File: config.mk
export PLATFORM = sky130hd
export DESIGN_NAME = pool_window_gen
export DESIGN_NICKNAME = d
export VERILOG_FILES = /design/src/rtl/pool_window_gen_pkg.sv /design/src/rtl/pool_line_buf.sv /design/src/rtl/pool_window_gen.sv
export SDC_FILE = /design/constraint.sdc
export NUM_CORES = 2
export LEC_CHECK = 0
export ABC_CLOCK_PERIOD_IN_PS = 7000
export CORE_ASPECT_RATIO = 0.8
export CORE_MARGIN = 2
export CORE_UTILIZATION = 43
export DETAILED_ROUTE_END_ITERATION = 6
export PLACE_DENSITY = 0.72
export SYNTH_ARGS = -nofsm -noshare
export SYNTH_HDL_FRONTEND = slang
export SYNTH_SLANG_ARGS = --single-unit
export TNS_END_PERCENT = 5
File: constraint.sdc
create_clock -name clk -period 7 [get_ports clk]
set_input_delay 1.4 -clock clk [delete_from_list [all_inputs] [get_ports clk]]
set_output_delay 1.4 -clock clk [all_outputs]
set_load 0.01 [all_outputs]
File: src/rtl/pool_window_gen_pkg.sv
// Shared CNN defines: default lane count / pixel width and the 2x2 window word order.
// Word order within a lane's window is TL, TR, BL, BR from the lowest word upward.
package pool_window_gen_pkg;

  localparam int CNN_M_CO   = 4;
  localparam int CNN_M_CI   = 2;
  localparam int CNN_LANES  = CNN_M_CO * CNN_M_CI;
  localparam int CNN_MAX_BW = 8;

  localparam int WIN_TL    = 0;
  localparam int WIN_TR    = 1;
  localparam int WIN_BL    = 2;
  localparam int WIN_BR    = 3;
  localparam int WIN_WORDS = 4;

  // Word index of window position pos for a given lane in the packed window bus.
  function automatic int win_word(input int lane, input int pos);
    return lane * WIN_WORDS + pos;
  endfunction

endpackage

File: src/rtl/pool_line_buf.sv
// Single-row line buffer for the pooling window generator: one write port,
// two asynchronous read ports (left and right column of a window).
module pool_line_buf #(
  parameter int DEPTH = 24,
  parameter int WIDTH = 8,
  localparam int AW   = $clog2(DEPTH)
) (
  input  logic             clk,
  input  logic             wr_en_i,
  input  logic [AW-1:0]    wr_addr_i,
  input  logic [WIDTH-1:0] wr_data_i,
  input  logic [AW-1:0]    rd_addr_a_i,
  output logic [WIDTH-1:0] rd_data_a_o,
  input  logic [AW-1:0]    rd_addr_b_i,
  output logic [WIDTH-1:0] rd_data_b_o
);

  // Contents are don't-care until the even row rewrites them, so no reset.
  logic [WIDTH-1:0] mem [DEPTH];

  always_ff @(posedge clk) begin
    if (wr_en_i) begin
      mem[wr_addr_i] <= wr_data_i;
    end
  end

  assign rd_data_a_o = mem[rd_addr_a_i];
  assign rd_data_b_o = mem[rd_addr_b_i];

endmodule

File: src/rtl/pool_window_gen.sv
// Builds 2x2 pooling windows from a raster pixel stream, one window per odd row/odd col pixel.
// Optional macro POOL_WIN_RELU_EN clamps negative (MSB set) pixels to zero on entry.
module pool_window_gen
  import pool_window_gen_pkg::*;
#(
  parameter int LANES  = CNN_LANES,
  parameter int MAX_BW = CNN_MAX_BW,
  parameter int FMAP_W = 24,
  parameter int FMAP_H = 24
) (
  input  logic                      clk,
  input  logic                      reset_n,
  input  logic                      i_start,
  input  logic                      i_pix_valid,
  input  logic [LANES*MAX_BW-1:0]   i_pix,
  output logic                      o_win_valid,
  output logic [LANES*4*MAX_BW-1:0] o_win_fmap,
  output logic                      o_frame_done,
  output logic                      o_busy
);

  localparam int COL_W = $clog2(FMAP_W);
  localparam int ROW_W = $clog2(FMAP_H);
  localparam int PIX_W = LANES * MAX_BW;
  localparam int WIN_W = LANES * WIN_WORDS * MAX_BW;

  localparam logic [COL_W-1:0] COL_LAST = COL_W'(FMAP_W - 1);
  localparam logic [ROW_W-1:0] ROW_LAST = ROW_W'(FMAP_H - 1);

  localparam logic [1:0] ST_IDLE = 2'd0;
  localparam logic [1:0] ST_EVEN = 2'd1;
  localparam logic [1:0] ST_ODD  = 2'd2;

  logic [1:0]       state_q, state_d;
  logic [COL_W-1:0] col_q, col_d;
  logic [ROW_W-1:0] row_q, row_d;
  logic [PIX_W-1:0] bl_q;
  logic [WIN_W-1:0] win_q, win_d;
  logic             win_valid_q;
  logic             frame_done_q;

  logic [PIX_W-1:0] pix_in;
  logic [PIX_W-1:0] top_left;
  logic [PIX_W-1:0] top_right;
  logic             accept;
  logic             fire;
  logic             last_pix;

  // A coincident start wins over the pixel, which is dropped.
  assign accept   = i_pix_valid && !i_start && (state_q == ST_EVEN || state_q == ST_ODD);
  assign fire     = accept && (state_q == ST_ODD) && col_q[0];
  assign last_pix = (col_q == COL_LAST) && (row_q == ROW_LAST);

  for (genvar gi = 0; gi < LANES; gi++) begin : g_lane
    logic [MAX_BW-1:0] raw;
    assign raw = i_pix[gi*MAX_BW +: MAX_BW];
`ifdef POOL_WIN_RELU_EN
    assign pix_in[gi*MAX_BW +: MAX_BW] = raw[MAX_BW-1] ? '0 : raw;
`else
    assign pix_in[gi*MAX_BW +: MAX_BW] = raw;
`endif
    assign win_d[win_word(gi, WIN_TL)*MAX_BW +: MAX_BW] = top_left[gi*MAX_BW +: MAX_BW];
    assign win_d[win_word(gi, WIN_TR)*MAX_BW +: MAX_BW] = top_right[gi*MAX_BW +: MAX_BW];
    assign win_d[win_word(gi, WIN_BL)*MAX_BW +: MAX_BW] = bl_q[gi*MAX_BW +: MAX_BW];
    assign win_d[win_word(gi, WIN_BR)*MAX_BW +: MAX_BW] = pix_in[gi*MAX_BW +: MAX_BW];
  end

  // At an odd column, col-1 is col with the LSB cleared.
  pool_line_buf #(
    .DEPTH (FMAP_W),
    .WIDTH (PIX_W)
  ) u_line_buf (
    .clk         (clk),
    .wr_en_i     (accept && (state_q == ST_EVEN)),
    .wr_addr_i   (col_q),
    .wr_data_i   (pix_in),
    .rd_addr_a_i ({col_q[COL_W-1:1], 1'b0}),
    .rd_data_a_o (top_left),
    .rd_addr_b_i (col_q),
    .rd_data_b_o (top_right)
  );

  always_comb begin
    state_d = state_q;
    col_d   = col_q;
    row_d   = row_q;
    if (i_start) begin
      state_d = ST_EVEN;
      col_d   = '0;
      row_d   = '0;
    end else if (accept) begin
      if (col_q == COL_LAST) begin
        col_d = '0;
        if (row_q == ROW_LAST) begin
          state_d = ST_IDLE;
          row_d   = '0;
        end else begin
          row_d   = row_q + 1'b1;
          state_d = (state_q == ST_EVEN) ? ST_ODD : ST_EVEN;
        end
      end else begin
        col_d = col_q + 1'b1;
      end
    end
  end

  always_ff @(posedge clk or negedge reset_n) begin
    if (!reset_n) begin
      state_q      <= ST_IDLE;
      col_q        <= '0;
      row_q        <= '0;
      bl_q         <= '0;
      win_q        <= '0;
      win_valid_q  <= 1'b0;
      frame_done_q <= 1'b0;
    end else begin
      state_q      <= state_d;
      col_q        <= col_d;
      row_q        <= row_d;
      win_valid_q  <= fire;
      frame_done_q <= fire && last_pix;
      if (accept && (state_q == ST_ODD) && !col_q[0]) begin
        bl_q <= pix_in;
      end
      if (fire) begin
        win_q <= win_d;
      end
    end
  end

  assign o_win_valid  = win_valid_q;
  assign o_win_fmap   = win_q;
  assign o_frame_done = frame_done_q;
  assign o_busy       = (state_q != ST_IDLE);

endmodule
==> impl_metrics.csv <==
group,metric,value,unit
cells_and_area,drive_gt1_share,15.9,%
placed_design,gp_congestion,0.778,
setup_path,worst_ep_arrival_time,5.12,ns
floorplanning,fp.dieArea,173000,sq um
floorplanning,die_h,372,microns
sta,timing.final.crit_share,63.1,%
yosys,ys_types,62,
cells_and_area,fill_cells,13600,
cts,clk_pin_slew,0.06,ns
power,worst_ir_drop_vdd,0.265,mV
drt,drt-initial-drc-count,4619,
sta,setup_tns,0,ns
sta,setup_viol,0,
cts,h-tree-depth,4,
cells_and_area,fin_util,50.0,%
power,p_int,17.6,mW
global_route,antenna_found_initial,9,
setup_path,crit_fanout,48,
yosys,synthTopCellsByArea,"edfxtp_1, dfrtp_1, mux4_2",
cts,clock_path_buffers,3,
cells_and_area,synthToLayoutAreaGrowth,15.8,%
yosys,yosysTopAreaCellShare,63.3,%
yosys,synth_top_area_cell,"edfxtp_1",
yosys,synth_ff_type,"edfxtp_1",
cts,cts_root_buffer,"clkbuf_16",
drt,first_pass_iters,6,
drt,via_per_inst,5.82,
setup_path,required,7.70,ns
power,power_density,265,nW/um^2
drt,num_vias,39600,
yosys,ys_warn_count,0,
sta,tightestPinTransition,1.38,ns
floorplanning,core,169000,sq um
cts,numCtsBuffers,176,
floorplanning,rows,135,
floorplanning,io_pins,327,
yosys,synthArstFlopShare,17.9,%
power,pwr-share-seq,54.2,%
sta,clock_skew,0.0324,ns
cts,postCtsSetupBuffers,0,
power,sw_frac_of_total,21.2,%
yosys,netlist_area,72900,sq um
global_route,grtUsageTotal,22.0,%
yosys,ys_seq_elements,1870,
global_route,grtUsageMet2,34.5,%
sta,final.min_clock_period,4.42,ns
floorplanning,die_w,464,microns
placed_design,portBuffers,326,
setup_path,crit_path_end_kind,"register",
placed_design,placed_cell_area,78700,sq um
cells_and_area,finalNonFillerCells,6812,
power,p_clk_share,42.3,%
yosys,synthCells,4054,
sta,clock.fmax,226,MHz
placed_design,place_inst,6475,
cts,cts_tree,"built",
global_route,met1_usage,31.7,%
cts,clkSinkCount,1870,
setup_path,crit_path_start_kind,"register",
cts,ctsHoldBuffers,0,
global_route,grt-busiest-layer,"met2",
sta,rsz0062_at_grt,"no",
sta,final_hold_viol_count,0,
cells_and_area,layout.nets,4470,
outcome,status,"complete, no violations",
yosys,syn_area_per_cell,18.0,sq um
yosys,synth-edff-count,1536,
setup_path,crit_type,"register to register",
yosys,yosysSeqAreaShare,74.7,%
hold_path,holdCritPathClass,"register to register",
power,p_leak,27.9,nW
yosys,synth_nets,4131,
global_route,overflow,0,
drt,wl,193000,microns
power,p_comb_share,3.5,%
placed_design,hpwl,106000,microns
run,drv_cap,0,
drt,final_antenna_net_count,0,
global_route,grt_max_degree,130,
floorplanning,start_util,43.2,%
drt,wire_per_inst,28.3,microns
drt,drc,0,
cts,post_cts_resized,0,
sta,drv_slew,0,
global_route,first_global_vias,39200,
global_route,met3_usage,4.75,%
sta,slew_headroom,8.03,%
global_route,grt_pass1_wl,278000,microns
cts,worstSkewPairLatency,0.83,ns
cells_and_area,stdcell_area,84400,sq um
power,switchingPower,4.73,mW
==> synth_stat cells, types with 12 or more instances <==
master     count
nor2_1       145
o21ai_0       12
o22a_1        31
mux2i_1      410
edfxtp_1    1536
o22ai_1       96
a22oi_1       53
clkbuf_1      81
nand2_1      508
a2111oi_0     15
o211ai_1      49
buf_4         31
buf_6         25
a21oi_1       75
buf_2         94
dfrtp_1      334
mux2_2        87
buf_1         16
o21a_1        40
a2111o_1      14
mux4_2       249
==> flip-flops by register name (all words and copies together), names as in the netlist <==
signal,cells
u_line_buf.mem,1536
bl_q,64
row_q,5
o_frame_done,1
col_q,5
o_win_fmap,256
o_win_valid,1
state_q,2
==> power by group through the flow <==
stage | registers [mW] | clock network [mW] | logic (mW)
after CTS | 12.1 | 9.60 | 0.792
after detailed placement | 12.3 | 0 | 0.790
after global placement | 12.3 | 0 | 0.776
final | 12.1 | 9.47 | 0.788
after floorplan | 12.3 | 0 | 0.449
after global routing | 12.1 | 10.0 | 0.844
==> metal layers <==
layer | vias up | routed length, microns
met5 | - | 0
met3 | 258 | 17700
met2 | 1967 | 89400
li1 | 16600 | -
met1 | 20800 | 81800
met4 | 0 | 3730
==> kinds of logic after synthesis <==
kind of cell	synth area share (%)
xor gates and xnor gates	0.0480
DFF	74.7
adders and majority gates	0.154
AOI/OAI and AO/OA	4.48
and+or+nand+nor	3.93
muxes	14.7
buffers and inverters	2.00
==> layout make-up <==
type | count | area [sq um] | area share (%)
Multi-Input combinational cell | 1926 | 17200 | 20.4
Inverter | 6 | 30.0 | 0.0356
Antenna cell | 7 | 17.5 | 0.0207
Timing Repair Buffer | 413 | 4180 | 4.95
Clock buffer | 251 | 4870 | 5.76
Clock inverter | 79 | 827 | 0.979
Sequential cell | 1870 | 54500 | 64.5
Tap cell | 2260 | 2830 | 3.35
==> per-stage QoR <==
| stage | hold WS [ns] | setup WS [ns] | total power [mW] |
|---|---|---|---|
| 2_1_floorplan | 0.435 | 2.04 | 12.8 |
| 3_3_place_gp | 0.446 | 2.17 | 13.1 |
| 3_5_place_dp | 0.448 | 2.10 | 13.1 |
| 4_1_cts | 0.468 | 2.53 | 22.5 |
| 5_1_grt | 0.486 | 2.45 | 23.0 |
| 6_report | 0.460 | 2.58 | 22.4 |
==> placed cells by master (no fill, tap or decap), types with 10 or more instances in the layout <==
cell type        instances
edfxtp_1              1536
nor2_1                 120
o211ai_1                49
o22ai_1                 96
mux2i_1                410
a21oi_1                 75
a2111oi_1               11
clkbuf_8                16
a2111o_1                14
clkbuf_1                58
clkdlybuf4s50_1        325
bufinv_16               10
nor2_4                  25
a2111oi_0               15
mux2_2                  87
o21a_1                  40
clkbuf_16              177
mux4_2                 249
o21ai_0                 12
nand2_1                507
clkinv_1                24
dfrtp_1                329
buf_12                  21
o22a_1                  31
clkinv_2                23
nand3_1                 11
a22oi_1                 53
buf_4                   66
==> path summary, 6_finish.rpt <==
| path | startpoint | endpoint | slack, ns | cells after the start |
|---|---|---|---|---|
| setup reg to reg | col_q[1]$_DFFE_PN0P_ | o_win_fmap[193]$_DFFE_PN0P_ | 2.58 | 6 |
| max in group asynchronous | reset_n | o_win_fmap[59]$_DFFE_PN0P_ | 4.96 | 2 |
| hold reg to reg | bl_q[44]$_DFFE_PN0P_ | o_win_fmap[180]$_DFFE_PN0P_ | 0.46 | 2 |
| hold / removal | bl_q[44]$_DFFE_PN0P_ | o_win_fmap[180]$_DFFE_PN0P_ | 0.46 | 2 |
| setup / recovery | col_q[1]$_DFFE_PN0P_ | o_win_fmap[193]$_DFFE_PN0P_ | 2.58 | 6 |
| min in group asynchronous | reset_n | o_win_fmap[212]$_DFFE_PN0P_ | 0.59 | 1 |
==> critical path: stages (launching register included) <==
cell	delay, ns
dfrtp_4	1.03
buf_4	0.69
buf_4	0.79
mux4_2	0.61
a2111oi_1	0.86
buf_4	0.26
nor2_1	0.04
(Power assumes the default switching activity.)
